==> config.mk <==
export PLATFORM = sky130hd
export DESIGN_NAME = match_serializer
export DESIGN_NICKNAME = d
export VERILOG_FILES = /design/src/rtl/match_serializer.sv
export SDC_FILE = /design/constraint.sdc
export NUM_CORES = 1
export LEC_CHECK = 0
export ABC_AREA = 1
export BUFFER_PORTS_ARGS = -buffer_cell sky130_fd_sc_hd__buf_2
export CORE_AREA = 2 2 78 80
export DETAILED_ROUTE_END_ITERATION = 7
export DIE_AREA = 0 0 80 82
export PLACE_DENSITY = 0.66
export SLEW_MARGIN = 20
export SYNTH_ARGS = -nofsm -noshare
export SYNTH_HDL_FRONTEND = slang
export SYNTH_SLANG_ARGS = --single-unit
==> constraint.sdc <==
create_clock -name clk -period 5.4 [get_ports clk]
set_input_delay 0.81 -clock clk [delete_from_list [all_inputs] [get_ports clk]]
set_output_delay 0.81 -clock clk [all_outputs]
set_load 0.03 [all_outputs]
==> src/rtl/match_serializer.sv <==
// -----------------------------------------------------------------------------
// match_serializer
//
// Takes one vector of N rule-ID slots at a time and emits each nonzero slot
// as a separate output beat. Beats come out in ascending slot order, one per
// cycle while downstream is ready. A vector with no nonzero slot produces a
// single "none" beat (out=0, out_none=1, out_last=1).
//
// When the last beat of a vector handshakes, the next vector can be accepted
// in the same cycle. Its first beat then follows on the next cycle, so there
// is no bubble between vectors.
//
// Parameters
//   N              number of slots in one input vector
//   log_N          log2(N)
//   elements_width width of one rule ID (0 marks an empty slot)
//
// Ports
//   clk            clock; all state updates on its rising edge
//   reset          synchronous, active-high reset
//   in_valid       upstream vector present
//   in_ready       block accepts a vector this cycle
//   in             slot i at [i*elements_width +: elements_width]
//   out_valid      output beat present
//   out_ready      downstream accepts the beat
//   out            rule ID of the current beat
//   out_last       final beat of the current vector
//   out_none       current vector had no nonzero slot
//   out_cnt        number of nonzero slots in the current vector (0..N)
// -----------------------------------------------------------------------------
module match_serializer #(
  parameter int N              = 8,
  parameter int log_N          = 3,
  parameter int elements_width = 4
) (
  input  logic                            clk,
  input  logic                            reset,
  input  logic                            in_valid,
  output logic                            in_ready,
  input  logic [0:N*elements_width-1]     in,
  output logic                            out_valid,
  input  logic                            out_ready,
  output logic [0:elements_width-1]       out,
  output logic                            out_last,
  output logic                            out_none,
  output logic [0:log_N]                  out_cnt
);

  typedef enum logic [1:0] {
    IDLE = 2'd0,
    SEND = 2'd1,
    NONE = 2'd2
  } state_t;

  state_t                        state_q;
  logic [0:N*elements_width-1]   data_q;
  logic [N-1:0]                  mask_q;
  logic [log_N:0]                cnt_q;

  logic [N-1:0]                  in_mask;
  logic [log_N:0]                in_cnt;
  logic [N-1:0]                  first_onehot;
  logic                          one_left;
  logic [elements_width-1:0]     sel_id;
  logic                          in_hs;
  logic                          out_hs;

  // Occupancy and popcount of the incoming vector.
  // NOTE: every variable written in always_comb gets a default first, so no
  // path leaves it unassigned and no latch is inferred.
  always_comb begin
    in_mask = '0;
    in_cnt  = '0;
    for (int i = 0; i < N; i++) begin
      in_mask[i] = |in[i*elements_width +: elements_width];
      in_cnt     = in_cnt + {{log_N{1'b0}}, in_mask[i]};
    end
  end

  // Lowest pending slot: x & -x isolates the least significant set bit.
  assign first_onehot = mask_q & (~mask_q + {{(N-1){1'b0}}, 1'b1});
  assign one_left     = (mask_q != '0) && (mask_q == first_onehot);

  always_comb begin
    sel_id = '0;
    for (int i = 0; i < N; i++) begin
      if (first_onehot[i]) sel_id = data_q[i*elements_width +: elements_width];
    end
  end

  // Outputs are decoded from registered state only; when no beat is present
  // every data output is forced to zero.
  assign out_valid = (state_q != IDLE);
  assign out       = (state_q == SEND) ? sel_id : '0;
  assign out_last  = ((state_q == SEND) && one_left) || (state_q == NONE);
  assign out_none  = (state_q == NONE);
  assign out_cnt   = out_valid ? cnt_q : '0;

  assign out_hs   = out_valid && out_ready;
  // Ready also during the handshake of the final beat, so a waiting vector
  // is taken in the same cycle and the output never idles between vectors.
  assign in_ready = (state_q == IDLE) || (out_hs && out_last);
  assign in_hs    = in_valid && in_ready;

  // NOTE: sequential state uses non-blocking assignments only, so every
  // register samples the pre-edge values regardless of statement order.
  always_ff @(posedge clk) begin
    if (reset) begin
      // Reset wins over any handshake in the same cycle; the remaining beats
      // of an in-flight vector are dropped with the mask.
      state_q <= IDLE;
      data_q  <= '0;
      mask_q  <= '0;
      cnt_q   <= '0;
    end else if (in_hs) begin
      data_q  <= in;
      mask_q  <= in_mask;
      cnt_q   <= in_cnt;
      state_q <= (in_mask == '0) ? NONE : SEND;
    end else if (out_hs) begin
      if (out_last) begin
        state_q <= IDLE;
        mask_q  <= '0;
      end else begin
        mask_q  <= mask_q & ~first_onehot;
      end
    end
  end

endmodule

Word level (Yosys, flattened, before mapping):

Cells that the tools add are included.

* $mul: 0
* order comparisons: 0
* bitwise logic cells: 4
* add/subtract/negate cells: 8
* equal/unequal tests: 3
* divide/modulo/power cells: 0
* reduce and logical (&&, ||, !) cells: 22
* shift operators: 0
* muxes and demuxes: 17

Operator list (count)
* 2-to-1 mux 4 bit: 10
* OR reduction 4 bit: 8
* 2-to-1 mux 8 bit: 3
* adder 4 x 1 -> 4 bit: 4
* bitwise AND 8 bit: 2
* inverter 8 bit: 2
* adder 8 x 1 -> 8 bit (second input constant): 1
* == test 8 bit: 1
* zero test 8 bit: 1
* 2-to-1 mux 2 bit: 4
* nonzero test 8 bit: 1
* nonzero test 2 bit: 3
* logical AND 1 bit: 5
* adder 3 x 1 -> 4 bit: 1
* adder 2 x 1 -> 3 bit: 1
* adder 1 x 1 -> 2 bit: 1
* == test 2 x 1 -> 1 bit (second input constant): 1
* == test 2 bit (second input constant): 1
* zero test 2 bit: 1
* logical OR 1 bit: 2
* AND reduction 2 bit: 1

* latch bits: 0
* RAM bits: 0
* register bits: 46
* input bits: 36
* word-level logic and storage cells: 58
* memory bits (read-only): 0
* memories kept: 0

Depth between registers and ports, before layout:

* depth after elaboration: 12
* mapped depth: 18

Worst setup path after synthesis:

Ideal clock, no wire load.

* path kind: in2reg
* start point: input in[3] (netlist name)
* end point: register cnt_q[2]
* setup slack: 1553 ps
* path buffers: 0
* cell stages on the path: 13
* data arrival time: 3721 ps
* required time: 5274 ps
* cell sequence: nor4_1 -> inv_1 -> fa_1 -> fa_1 -> inv_1 -> fa_1 -> inv_1 -> ha_1 -> inv_1 -> fa_1 -> xnor2_1 -> o21ai_1 -> a21oi_1

* longest elaborated chain between the ends: 8

RTL lines
* start, declared: line 40 `input logic [0:N*elements_width-1] in,`
* OR reduction 4 bit: line 75 `in_mask[i] = |in[i*elements_width +: elements_width];`
* adder 1 x 1 -> 2 bit: line 76 `in_cnt = in_cnt + {{log_N{1'b0}}, in_mask[i]};`
* adder 2 x 1 -> 3 bit: line 76
* adder 3 x 1 -> 4 bit: line 76
* adder 4 x 1 -> 4 bit (4 in a row): line 76
* end signal, assigned: line 118 `cnt_q <= in_cnt;`
* end, declared: line 58 `logic [log_N:0] cnt_q;`

Every way passes these cells.
A chain may end at the register's enable or synchronous reset.

Final worst setup path:

Ends and elaborated chain as after synthesis.

==> PnR_summary.wiki <==
{| class="wikitable"
! Metric !! Value
|-
| Worst path max stage delay || 0.55 ns
|-
| Core box area || 5750 um2
|-
| Data required time of the critical path || 5.64 ns
|-
| Final Setup Violations || 0
|-
| TritonCTS clock tree || built
|-
| Vias in the first global route || 2316
|-
| Per-instance average area after synthesis || 6.68 um2
|-
| Via density || 4.97
|-
| Clock skew after layout || 0.00831 ns
|-
| Routed wirelength normalized by instance count || 12.2 um
|-
| Critical path cell sequence || buf_2 -> nor4_1 -> inv_1 -> fa_1 -> fa_1 -> inv_1 -> fa_1 -> inv_1 -> ha_1 -> inv_1 -> fa_1 -> xnor2_1 -> o21ai_1 -> a21oi_1
|-
| Buffer and inverter count on the worst path || 5
|-
| Slowest cell on crit path || fa_1
|-
| Status || complete, no violations
|-
| Finished Core Util || 49.4%
|-
| Synthesis warning total || 0
|-
| Antenna violations before repair || 0
|-
| Port Buf Inserts || 47
|-
| Worst skew pair latency || 0.30 ns
|-
| Starting density of the core || 43.6%
|-
| Type of the worst setup path || in -> reg
|-
| Area of the mapped netlist || 2500 um2
|-
| Residual overflow from global routing || 0
|-
| WL final || 6000 um
|-
| Net count of the mapped netlist || 419
|-
| Floorplan die height || 82 um
|-
| Startpoint type of the worst setup path || input port
|-
| Number of endpoints with negative hold slack in the final report || 0
|-
| Data arrival time of the critical path || 4.17 ns
|-
| DRC Markers || 0
|-
| Number of synthesized register bits || 46
|-
| Path category of the worst min-delay check || reg -> reg
|-
| Number of different library cells in the post-synthesis netlist || 27
|-
| Die extent in x || 80 um
|-
| Max cap viols || 0
|-
| Max Fanout on Critical Path || 2
|-
| Row Count || 28
|-
| Number of buffers inserted by post-CTS setup repair || 0
|-
| Global-route wire length before repair || 10100 um
|-
| Tot Pwr || 793 uW
|-
| Sw Ratio || 33.7%
|-
| GR Util All Layers || 19.7%
|-
| Number of H-tree levels || 2
|-
| Boundary pin count || 48
|-
| Number of instances resized during post-cts repair || 0
|-
| Layout cells sized above 1 || 16.4%
|-
| Cells after synthesis || 375
|-
| Yosys top cell area share || 36.8%
|-
| Cell type group with the largest total delay on the critical path || adder cells
|-
| DIE AREA || 6560 um2
|-
| CTS clock-pin slew for the worst setup and hold paths || 0.09 ns
|-
| Leading cell type in the layout, fill and taps excluded || nor2_1
|-
| Switching pwr || 267 uW
|-
| Cell chosen for the clock root || clkbuf_8
|-
| Routability congestion estimate || 0.864
|-
| Via count of the routed design || 2434
|-
| Antenna Nets Post-Route || 0
|-
| Headroom to the max-slew limit || 35.7%
|-
| Library cell with the largest summed area after synthesis || dfxtp_1
|-
| CTS Buf Count || 5
|-
| Placed wire-length estimate after detailed placement || 4460 um
|-
| Setup TNS Final || 0 ns
|-
| Top cells by area, synth || dfxtp_1 (37%), nor2_1 (14%), nand2_1 (9.3%)
|-
| Worst-margin pin slew || 0.964 ns
|-
| Antenna diode instance count || 0
|-
| CTS hold repair buffers || 0
|-
| Proportion of synthesized chip area in sequential cells || 36.8%
|-
| P&R area growth vs syn || 13.4%
|-
| Critical Path End Type || register
|-
| Unrepaired setup endpoints after global routing || false
|-
| Detailed router's first-iteration violation count || 108
|-
| Slack of the critical path || 1.47 ns
|-
| # fillers || 635
|-
| # clock sinks || 46
|-
| Internal power component || 526 uW
|-
| Slew Limit Fails || 0
|-
| Leakage || 0.00132 uW
|-
| Worst-case clock buffer depth || 2
|-
| Drt pass-1 iters || 4
|-
| Clock period minus worst slack || 3.93 ns
|-
| Largest voltage drop on the vdd net || 0.191 mV
|-
| Areal power density over the cells || 279 nW/um2
|-
| Crit share post-route || 72.8%
|-
| Post-layout net count || 458
|-
| Part of the total power dissipated in the clock network || 27.4%
|-
| Setup WS pre-CTS || 1.16 ns
|-
| Sequential Power Share || 49.2%
|-
| Max Clock Freq || 254 MHz
|-
| Portion of total power attributed to combinational logic || 23.5%
|-
| Maximum number of pins on one net before global-route repair || 47
|-
| Most used cells in the layout excluding fill and tap cells || nor2_1 (91), nand2_1 (62), buf_2 (47)
|}
[cells in the mapped netlist (all sizes together)]
cell type,instances
a21oi,18
a41oi,3
buf,7
clkbuf,8
dfxtp,46
fa,4
ha,4
inv,42
nand2,68
nand3,18
nand4,4
nor2,94
nor3,2
nor4,5
o211ai,1
o21ai,48
or2,1
or4,1
xnor2,1
[stage by stage]
step,area [um2],cells,hold slack (ns)
finish,2840,490,0.459
floorplan,2500,375,0.431
detailed placement,2750,482,0.451
global placement,2750,482,0.449
CTS,2840,490,0.466
global route,2840,490,0.485
[kinds of logic (layout without fill, tap and decap cells)]
| family | Yosys count | count (layout) | share of synthesized area [%] |
|---|---|---|---|
| flops | 46 | 46 | 36.8 |
| xor+xnor | 1 | 1 | 0.350 |
| fa+ha+maj | 8 | 8 | 5.20 |
| compound gates | 70 | 70 | 14.5 |
| buf+inv | 57 | 97 | 9.64 |
| simple gates | 193 | 193 | 33.5 |
[registers in the layout, indices dropped and copies added (netlist names)]
register  count
cnt_q         4
data_q       32
mask_q        8
state_q       2
[routing by layer]
layer / up-vias / part of all wire (%) / track usage (%)
met5: - / 0 / 0
met4: 0 / 1.0 / 6.10
met3: 6 / 4.7 / 3.63
met2: 44 / 49 / 35.4
met1: 1111 / 45 / 23.9
li1: 1273 / - / -
[final cells by class]
| class | instances | area (um2) | area share (%) |
|---|---|---|---|
| multi-input cells | 272 | 1340 | 47.3 |
| flip-flops and latches | 46 | 921 | 32.4 |
| repair buffers | 47 | 235 | 8.28 |
| inverters | 42 | 158 | 5.55 |
| well taps | 75 | 93.8 | 3.30 |
| clock buffers | 5 | 68.8 | 2.42 |
| clock inverters | 3 | 21.3 | 0.749 |
[power groups by stage]
stage               clock network (uW)  registers [uW]  logic, uW
CTS                                221             390        188
global route                       234             394        215
finish                             217             390        186
global placement                     0             398        184
floorplan                            0             391        145
detailed placement                   0             398        187
[final timing paths]
kind | endpoint | slack (ns) | cells after the start | start
max reg2reg | mask_q[6]$_SDFFE_PP0P_ | 2.72 | 13 | mask_q[0]$_SDFFE_PP0P_
max | cnt_q[2]$_SDFFE_PP0P_ | 1.47 | 14 | in[3]
min reg2reg | cnt_q[0]$_SDFFE_PP0P_ | 0.46 | 2 | cnt_q[0]$_SDFFE_PP0P_
min | cnt_q[0]$_SDFFE_PP0P_ | 0.46 | 2 | cnt_q[0]$_SDFFE_PP0P_
[worst register-to-register path, delay by kind of cell, from the launching register on]
family                 cells  cell delay [ns]
DFF                        1             0.45
buffers and inverters      1             0.59
and+or+nand+nor           11             1.37
AOI/OAI and AO/OA          1             0.19
Power figures use the tool's default switching activity.
